--- src/rtl/piso_shift_reg.sv ---
`default_nettype none
// ============================================================================
//  Module      : piso_shift_reg
//  Description : Parallel-in, serial-out shift register. A WIDTH-bit word is
//                captured on the load strobe and then presented one bit per
//                clock on a single serial output, MSB-first or LSB-first.
//
//  Ports       : clk - clock, all state changes on the rising edge
//                rst - synchronous active-high reset (clears the register)
//                l   - load strobe: 1 = capture i this edge, 0 = shift
//                i   - parallel data word [WIDTH-1:0]
//                o   - serial data output
//
//  Revision    : 1.0 - initial release
// ============================================================================
module piso_shift_reg #(
  parameter int WIDTH     = 4,
  parameter int MSB_FIRST = 1
) (
  input  logic             clk,
  input  logic             rst,
  input  logic             l,
  input  logic [WIDTH-1:0] i,
  output logic             o
);

  logic [WIDTH-1:0] r_sr;
  logic [WIDTH-1:0] w_shifted;
  logic             w_out;

  // Shift direction and output tap are fixed at elaboration. Vacated bit
  // positions fill with zero, so an exhausted word drives o low until the
  // next load or reset.
  generate
    if (MSB_FIRST != 0) begin : g_msb_first
      assign w_shifted = {r_sr[WIDTH-2:0], 1'b0};
      assign w_out     = r_sr[WIDTH-1];
    end else begin : g_lsb_first
      assign w_shifted = {1'b0, r_sr[WIDTH-1:1]};
      assign w_out     = r_sr[0];
    end
  endgenerate

  // Priority: reset, then load, then shift. A load simply overwrites
  // whatever bits remain, so a mid-word reload restarts cleanly.
  always_ff @(posedge clk) begin
    if (rst) begin
      r_sr <= '0;
    end else if (l) begin
      r_sr <= i;
    end else begin
      r_sr <= w_shifted;
    end
  end

  // Output depends on the register only; no combinational path from i or l.
  assign o = w_out;

endmodule
`default_nettype wire

--- config.mk ---
export PLATFORM = sky130hd
export DESIGN_NAME = piso_shift_reg
export DESIGN_NICKNAME = d
export VERILOG_FILES = /design/src/rtl/piso_shift_reg.sv
export SDC_FILE = /design/constraint.sdc
export NUM_CORES = 1
export LEC_CHECK = 0
export CAP_MARGIN = 20
export CORE_AREA = 4 4 41 43
export CTS_CLUSTER_DIAMETER = 60
export DETAILED_ROUTE_END_ITERATION = 6
export DIE_AREA = 0 0 45 47
export GPL_ROUTABILITY_DRIVEN = 0
export GPL_TIMING_DRIVEN = 1
export SYNTH_ARGS = -nofsm -noshare
export SYNTH_HDL_FRONTEND = slang
export SYNTH_SLANG_ARGS = --single-unit
--- constraint.sdc ---
create_clock -name clk -period 0.95 [get_ports clk]
set_clock_uncertainty 0.15 [all_clocks]
set_input_delay 0.285 -clock clk [delete_from_list [all_inputs] [get_ports clk]]
set_output_delay 0.285 -clock clk [all_outputs]
set_load 0.005 [all_outputs]
==> summary.md, run 1 <==
| Metric | Value |
|---|---|
| Core ar. | 1300 sq um |
| Most flop-heavy register | r_sr |
| Overall Power | 0.000434 W |
| Critical R2R Capture | r_sr[1] |
| GRT Total Usage | 4.27% |
| CP peak stage delay | 0.29 ns |
| Final WS setup | -0.119 ns |
| Crit-path slowest cell | dfxtp_1 |
| Die area | 2120 sq um |
| Distinct cells, synth | 4 |
| Register area share after synthesis | 61.0% |
| Clock buffer depth | 2 |
| Drt pass-1 iters | 4 |
| Syn_area_per_cell | 11.9 sq um |
| Crit-path leading delay family | flip-flops |
| Endpoints failing setup | 1 |
| Static Leak | 0.113 nW |
| Htree depth | 1 |
| Routed Antenna Nets | 0 |
| Peak VDD IR | 0.661 mV |
| R2r worst-path depth | 2 |
| Worst Hold Depth | 2 |
| Final hold violations | 0 |
| Pre-CTS setup slack | -0.457 ns |
| Die width | 45 um |
| Worst r2r src | r_sr[0] |
| Clock Pin Slew Worst Setup and Hold Paths | 0.04 ns |
| WHS | 0.299 ns |
| CP startpoint kind | flip-flop |
| HP Start | r_sr[1] |
| Yosys Warn Count | 0 |
| Sink Count | 4 |
| Crit path max fanout | 1 |
| Synthesized area | 131 sq um |
| Failing checks | setup timing |
| Routed len/inst | 8.27 um |
| Max reg flops | 4 |
| Share of layout cells above drive strength 1 | 27.3% |
| # nets final | 31 |
| Worst path bufs/invs | 1 |
| Row Count | 13 |
| Crit path depth | 1 |
| Initial antenna violation count | 0 |
| DIE HEIGHT | 47 um |
| Largest registers | r_sr x4 |
| Worst-Skew Late Latency | 0.23 ns |
| P per Cell Area | 1790 nW/um^2 |
| Status | complete, but fails checks |
| Min-delay worst type | reg -> reg |
| Max-slew headroom | 86.0% |
| DRT Wirelength | 306 um |
| Area of placed instances | 228 sq um |
| CTS Buf Count | 3 |
| Postcts setup bufs | 0 |
| Area grow syn2layout | 84.8% |
| Hold Crit Endpoint | r_sr[2] |
| Cell count after synthesis | 11 |
| Mapped Nets | 18 |
| CP cell instances | buf_2 |
| First-pass GRT wire length | 517 um |
| Starting Density | 10.1% |
| Largest net degree at the start of global routing | 5 |
| CP required | 0.51 ns |
| Root Driver | clkbuf_4 |
| Slew Limit Fails | 0 |
| DRC viols | 0 |
| Fmax | 935 MHz |
| Congestion Overflow GR | 0 |
| I/O pin count | 8 |
| Synth Register Bits | 4 |
| CTS tree | yes |
| Crit end category | output port |
| Via/cell ratio | 3.27 |
| Worst-Margin Slew | 0.211 ns |
| Total of max-cap violations | 0 |
| DRT iter0 DRCs | 3 |
| PortBufs | 7 |
| Minimum clock period | 1.07 ns |
| Via count | 121 |
| Period utilization | 113% |
| # hold bufs at CTS | 0 |
| Number of global-route vias before repair | 133 |
| Crit path kind | reg -> out |
| Post-route cell area | 243 sq um |
| R2R setup slack | 0.24 ns |
| Antenna diode count | 0 |
| RSZ-0062 raised after global routing | yes |
| Worst path arrival time | 0.63 ns |
-- layout by cell type (no fill, tap or decap) --
cell and count:
and3b_2 1, buf_2 1, buf_4 1, clkbuf_4 3, clkdlybuf4s50_1 4, dfxtp_1 4, dlygate4sd2_1 2, mux2i_1 3
nor2_1 3
-- synthesized netlist by cell type --
cell type,number,area (sq um)
dfxtp_1,4,80.1
nor2_1,3,11.3
and3b_2,1,10.0
mux2i_1,3,30.0
-- repair_timing --
action | in CTS | in global routing
gates resized for setup | 6 | 0
endpoints found under the setup margin | 5 | 1
endpoints found under the hold margin | 0 | 0
-- final cells by class --
class / count / area [sq um]
fillers: 153 / 1060
flip-flops and latches: 4 / 80.1
repair buffers: 8 / 70.1
multi-input cells: 7 / 51.3
clock buffers: 3 / 22.5
well taps: 15 / 18.8
-- worst max-delay path by stage --
stage          startpoint  endpoint
2_1_floorplan           l   r_sr[1]
3_3_place_gp            l   r_sr[1]
3_5_place_dp            l   r_sr[2]
4_1_cts           r_sr[3]         o
5_1_grt           r_sr[3]         o
6_report          r_sr[3]         o
-- per-layer routing --
metal	vias up	track usage, %	part of all wire [%]
met5	-	0	0
met4	0	3.51	1.3
met3	2	6.13	24
met2	10	4.52	23
met1	50	3.64	51
li1	59	-	-
-- power breakdown --
part	switching [W]	internal [W]	leakage [nW]
Combinational	0.0000132	0.0000312	0.0657
Sequential	0.00000186	0.000178	0.0330
Clock	0.0000688	0.000141	0.0138
-- cell families after synthesis --
kind of cell / synth area share [%]
AND/OR/NAND/NOR: 16.2
multiplexers: 22.9
flip-flops: 61.0
-- tightest hold or removal path, stage by stage (launching register included) --
cell and delay [ns]:
dfxtp_1 0.29, mux2i_1 0.05, nor2_1 0.07
-- stage by stage --
step | util, % | TNS (ns) | cells
4_1_cts | 18.7 | -0.135 | 37
6_report | 18.7 | -0.119 | 37
3_5_place_dp | 17.5 | -2.02 | 34
3_3_place_gp | 17.5 | -1.95 | 34
5_1_grt | 18.7 | -0.156 | 37
2_1_floorplan | - | 0 | 11
Power figures use the tool's default switching activity.
==> inputs of run 2 (changes only) <==
Settings changed: TNS_END_PERCENT set to 1.
==> results of run 2 <==
The final DEF is identical to that of run 1; final timing and power are the same.
==> inputs of run 3 (changes only) <==
Settings changed: CAP_MARGIN 20 to unset, CTS_CLUSTER_SIZE set to 8.
==> results of run 3 <==
The final DEF is identical to that of run 1; final timing and power are the same.
